$ cat src/rtl/fwd_pkg.sv
// Shared types and constants for the forwarding / hazard unit.
// Stage records hold indices at REG_AW_MAX width; narrower register files zero-extend into them.
package fwd_pkg;

  localparam int unsigned REG_AW_DEF = 5;
  localparam int unsigned REG_AW_MAX = 8;

  localparam logic [1:0] FWD_RF    = 2'b00;
  localparam logic [1:0] FWD_MEMWB = 2'b01;
  localparam logic [1:0] FWD_EXMEM = 2'b10;

  typedef logic [REG_AW_MAX-1:0] reg_idx_t;

  typedef struct packed {
    reg_idx_t rs;
    reg_idx_t rt;
    reg_idx_t rd;
    logic     regwrite;
    logic     memread;
    logic     valid;
  } ex_rec_t;

  typedef struct packed {
    reg_idx_t rd;
    logic     regwrite;
    logic     valid;
  } pipe_rec_t;

  // A later stage can supply idx only if it really writes a nonzero register equal to idx.
  function automatic logic writes_reg(input pipe_rec_t rec, input reg_idx_t idx);
    return rec.valid && rec.regwrite && (rec.rd != {REG_AW_MAX{1'b0}}) && (rec.rd == idx);
  endfunction

endpackage

$ cat src/rtl/fwd_match.sv
// Operand forwarding select for one ALU source of the EX instruction.
module fwd_match
  import fwd_pkg::*;
(
  input  logic      i_ex_valid,
  input  reg_idx_t  i_src,
  input  pipe_rec_t i_mem,
  input  pipe_rec_t i_wb,
  output logic [1:0] o_sel
);

  // EX/MEM result is younger, so it wins over MEM/WB.
  always_comb begin
    o_sel = FWD_RF;
    if (i_ex_valid && writes_reg(i_mem, i_src)) begin
      o_sel = FWD_EXMEM;
    end else if (i_ex_valid && writes_reg(i_wb, i_src)) begin
      o_sel = FWD_MEMWB;
    end else begin
      o_sel = FWD_RF;
    end
  end

endmodule

$ cat src/rtl/fwd_hazard_unit.sv
// EX/MEM/WB tracking with operand forwarding selects and optional load-use stall.
// Load-use detection and the stall counter exist only when FWD_LOAD_STALL_EN is defined.
module fwd_hazard_unit
  import fwd_pkg::*;
#(
  parameter int unsigned REG_AW = REG_AW_DEF,
  parameter int unsigned CNT_W  = 16
) (
  input  logic              clk,
  input  logic              rst_n,
  input  logic              flush,
  input  logic              dec_valid,
  input  logic [REG_AW-1:0] dec_rs,
  input  logic [REG_AW-1:0] dec_rt,
  input  logic [REG_AW-1:0] dec_rd,
  input  logic              dec_regwrite,
  input  logic              dec_memread,
  output logic [1:0]        fwd_a,
  output logic [1:0]        fwd_b,
  output logic              stall,
  output logic [CNT_W-1:0]  stall_cnt
);

  ex_rec_t   r_ex;
  pipe_rec_t r_mem;
  pipe_rec_t r_wb;
  ex_rec_t   w_ex_next;
  logic      w_stall;

  // Next EX contents: decoded instruction, or a bubble on stall/flush/no-op.
  always_comb begin
    w_ex_next = '0;
    if (dec_valid && !w_stall && !flush) begin
      w_ex_next.rs       = reg_idx_t'(dec_rs);
      w_ex_next.rt       = reg_idx_t'(dec_rt);
      w_ex_next.rd       = reg_idx_t'(dec_rd);
      w_ex_next.regwrite = dec_regwrite;
      w_ex_next.memread  = dec_memread;
      w_ex_next.valid    = 1'b1;
    end else begin
      w_ex_next = '0;
    end
  end

  // Stage records; a flushed EX instruction moves on to MEM marked invalid.
  always_ff @(posedge clk or negedge rst_n) begin
    if (!rst_n) begin
      r_ex  <= '0;
      r_mem <= '0;
      r_wb  <= '0;
    end else begin
      r_ex           <= w_ex_next;
      r_mem.rd       <= r_ex.rd;
      r_mem.regwrite <= r_ex.regwrite;
      r_mem.valid    <= r_ex.valid && !flush;
      r_wb           <= r_mem;
    end
  end

  fwd_match u_match_a (
    .i_ex_valid (r_ex.valid),
    .i_src      (r_ex.rs),
    .i_mem      (r_mem),
    .i_wb       (r_wb),
    .o_sel      (fwd_a)
  );

  fwd_match u_match_b (
    .i_ex_valid (r_ex.valid),
    .i_src      (r_ex.rt),
    .i_mem      (r_mem),
    .i_wb       (r_wb),
    .o_sel      (fwd_b)
  );

`ifdef FWD_LOAD_STALL_EN
  logic [CNT_W-1:0] r_stall_cnt;

  // Load in EX feeding the decode instruction needs one bubble; flush squashes both anyway.
  always_comb begin
    w_stall = 1'b0;
    if (dec_valid && !flush && r_ex.valid && r_ex.memread &&
        (r_ex.rd != {REG_AW_MAX{1'b0}}) &&
        ((r_ex.rd == reg_idx_t'(dec_rs)) || (r_ex.rd == reg_idx_t'(dec_rt)))) begin
      w_stall = 1'b1;
    end else begin
      w_stall = 1'b0;
    end
  end

  // Saturating count of stall cycles.
  always_ff @(posedge clk or negedge rst_n) begin
    if (!rst_n) begin
      r_stall_cnt <= {CNT_W{1'b0}};
    end else if (w_stall && (r_stall_cnt != {CNT_W{1'b1}})) begin
      r_stall_cnt <= r_stall_cnt + CNT_W'(1);
    end else begin
      r_stall_cnt <= r_stall_cnt;
    end
  end

  assign stall     = w_stall;
  assign stall_cnt = r_stall_cnt;
`else
  logic w_unused_memread;

  assign w_stall          = 1'b0;
  assign stall            = 1'b0;
  assign stall_cnt        = {CNT_W{1'b0}};
  assign w_unused_memread = r_ex.memread;
`endif

endmodule

$ cat config.mk
export PLATFORM = sky130hd
export DESIGN_NAME = fwd_hazard_unit
export DESIGN_NICKNAME = d
export VERILOG_FILES = /design/src/rtl/fwd_pkg.sv /design/src/rtl/fwd_match.sv /design/src/rtl/fwd_hazard_unit.sv
export SDC_FILE = /design/constraint.sdc
export NUM_CORES = 1
export LEC_CHECK = 0
export ABC_CLOCK_PERIOD_IN_PS = 1500
export CORE_UTILIZATION = 40
export DETAILED_ROUTE_END_ITERATION = 10
export PLACE_DENSITY_LB_ADDON = 0.25
export SYNTH_ARGS = -nofsm -noshare
export SYNTH_HDL_FRONTEND = slang
export SYNTH_SLANG_ARGS = --single-unit
export TNS_END_PERCENT = 1
$ cat constraint.sdc
create_clock -name clk -period 1.5 [get_ports clk]
set_clock_uncertainty 0.1 [all_clocks]
set_input_delay 0.3 -clock clk [delete_from_list [all_inputs] [get_ports clk]]
set_output_delay 0.3 -clock clk [all_outputs]
set_load 0.02 [all_outputs]
==> flow_metrics.env <==
export IMPL_maxSlewViolCount=0
export IMPL_rows=20
export IMPL_routed_via_count=825
export IMPL_max_cap_viol_count=0
export IMPL_synth_top_cell_area_share_pct=59.4
export IMPL_crit_path_max_incr_delay_ns=0.55
export IMPL_nNetsFinal=174
export IMPL_grt_met3_usage_pct=8.30
export IMPL_outcome="finished, violations left"
export IMPL_grt_max_degree=32
export IMPL_n_antenna_cell=0
export IMPL_setup_violations=4
export IMPL_drt_iter0_markers=1
export IMPL_crit_type="register to output port"
export IMPL_core_sq_um=3080
export IMPL_power_density_nw_per_um2=885
export IMPL_ios=42
export IMPL_worstSetupStartpointType="register"
export IMPL_period_minus_slack_ns=2.19
export IMPL_cp_max_fo=2
export IMPL_gp_congestion=0.773
export IMPL_fin_util_pct=56.6
export IMPL_drt_pre_antenna_iters=2
export IMPL_initial_core_util_pct=42.4
export IMPL_grt_use_total_pct=14.0
export IMPL_htreeDepth=2
export IMPL_hp_class="input pin to async pin"
export IMPL_totalWireLength_um=2000
export IMPL_final_area_sq_um=1740
export IMPL_cts_root_buf="clkbuf_4"
export IMPL_p_leak_nw=0.867
export IMPL_path_cells="or4_4 -> o21ai_4 -> nor3_2 -> nor3_2 -> buf_4"
export IMPL_cp_data_required_time_ns=1.10
export IMPL_setup_slack_ns=-0.686
export IMPL_dpl_cell_area_sq_um=1680
export IMPL_ys_warn_count=0
export IMPL_fp_dieH_um=59.1
export IMPL_ys_types=18
export IMPL_fmax_ghz=0.457
export IMPL_ant_nets=0
export IMPL_io_buffers=23
export IMPL_path_depth=5
export IMPL_cts_buffers=5
export IMPL_grt_pass1_wl_um=3260
export IMPL_rsz0062_at_grt="yes"
export IMPL_clk_latency_ns=0.31
export IMPL_avgViaCountPerCell=4.17
export IMPL_tns_ns=-2.52
export IMPL_hold_violations=0
export IMPL_syn_to_final_growth_pct=33.6
export IMPL_post_drt_wl_per_cell_um=10.1
export IMPL_crit_buf_inv=1
export IMPL_synth_area_leaders="dfrtp_1 (59%), buf_4 (9.8%), xnor2_1 (8.1%), and2_1 (7.7%), xor2_1 (5.4%)"
export IMPL_hpwlAfterDp_um=1550
export IMPL_final_cell_mix="dfrtp_1 (31), buf_4 (21), clkdlybuf4s50_1 (19), conb_1 (17), and2_1 (16)"
export IMPL_grt_use_met2_pct=22.2
export IMPL_reg2regPathDepth=2
export IMPL_yosysSeqAreaShare_pct=59.4
export IMPL_synthCells=106
export IMPL_ys_ff_latch=31
export IMPL_yosysTopAreaCell="dfrtp_1"
export IMPL_violations="negative setup slack"
export IMPL_grt_use_met1_pct=14.5
export IMPL_grt_pass1_vias=783
export IMPL_synth_avg_cell_area_sq_um=12.3
export IMPL_top_usage_layer="met2"
export IMPL_cp_end_kind="output port"
export IMPL_dieArea_sq_um=3500
export IMPL_clockBufferDepth=2
export IMPL_cp_top_family="simple AND/OR/NAND/NOR gates"
export IMPL_path_clk_slew_ns=0.08
export IMPL_finalCritPeriodShare_pct=146
export IMPL_finalPower_w=0.00154
export IMPL_antenna_found_initial=0
export IMPL_overflow=0
export IMPL_clkSinkCount=31
export IMPL_final_common_cell="dfrtp_1"
export IMPL_irDropWorstVdd_mv=0.481
export IMPL_drcViolationCount=0
export IMPL_crit_path_frequent_cell="nor3_2"
export IMPL_layout_drive_gt1_share_pct=22.7
export IMPL_cts_tree="built"
export IMPL_die_w_um=59.1
export IMPL_place_ws_ns=-0.830
export IMPL_cpMaxStageDelayCell="or4_4"
export IMPL_critPathArrivalTime_ns=1.79
export IMPL_synth_area_sq_um=1310
## final timing paths
path                                    start  slack (ns)            endpoint
max in group asynchronous               rst_n        0.90  r_ex[11]$_DFF_PN0_
hold / removal                          rst_n        0.24   r_ex[7]$_DFF_PN0_
setup reg to reg           r_mem[3]$_DFF_PN0_        0.63   r_wb[3]$_DFF_PN0_
min in group clk            r_ex[2]$_DFF_PN0_        0.25  r_mem[1]$_DFF_PN0_
setup / recovery           r_mem[2]$_DFF_PN0_       -0.69            fwd_b[0]
hold reg to reg             r_ex[2]$_DFF_PN0_        0.25  r_mem[1]$_DFF_PN0_
## where the power goes
group	switching [W]	leakage, nW	total (W)	internal [W]
Sequential	0.0000195	0.416	0.000887	0.000867
Clock	0.000246	0.0293	0.000428	0.000182
Combinational	0.000111	0.421	0.000227	0.000116
Total	0.000377	0.867	0.00154	0.00116
## what timing repair did
action | CTS | global route
gates resized for setup | 20 | 3
hold buffers | 0 | 0
hold endpoints to repair | 0 | 0
endpoints found under the setup margin | 4 | 4
buffers inserted | 0 | 1
pin swaps | 1 | 1
gates cloned | 0 | 0
## cells in the mapped netlist
| library cell | instances |
|---|---|
| or4_1 | 1 |
| xnor2_1 | 12 |
| nor3_1 | 4 |
| conb_1 | 1 |
| dfrtp_1 | 31 |
| nor2b_1 | 2 |
| o21ai_2 | 1 |
| buf_4 | 17 |
| nand4_1 | 1 |
| nand3_1 | 4 |
| nor4_1 | 1 |
| nand2_1 | 2 |
| xor2_1 | 8 |
| nor2_1 | 1 |
| and2_1 | 16 |
| clkbuf_1 | 1 |
| nor3_2 | 2 |
| and3_1 | 1 |
## logic make-up after synthesis
group	synth area share, %
xor+xnor	13.4
simple gates	16.1
flops	59.4
other cells	0.287
buf+inv	10.1
compound gates	0.671
## registers in the layout, summed over array words and instances (netlist names)
signal / cells
r_mem: 7
r_wb: 7
r_ex: 17
## worst register-to-register path, delay by kind of cell (launching register included)
kind	cells	cell delay [ns]
buffers and inverters	2	0.27
flip-flops	1	0.39
## per-layer routing
layer	vias to the layer above	wire length [um]
met5	-	0
met4	0	38
met3	6	125
met2	31	1040
met1	385	795
li1	403	-
## per-stage QoR
| step | std cells | hold slack (ns) |
|---|---|---|
| floorplan | 122 | -0.0956 |
| global placement | 189 | 0.233 |
| detailed placement | 189 | 0.235 |
| CTS | 197 | 0.232 |
| global route | 198 | 0.223 |
| finish | 198 | 0.240 |
## area by class of cell
cell class | instances | area (sq um)
clock inverter | 1 | 5.00
multi-input combinational | 73 | 489
tap | 44 | 55.1
sequential | 31 | 776
clock buffer | 7 | 45.0
fill | 284 | 1340
timing repair buffer | 42 | 373
Power figures use the tool's default switching activity.
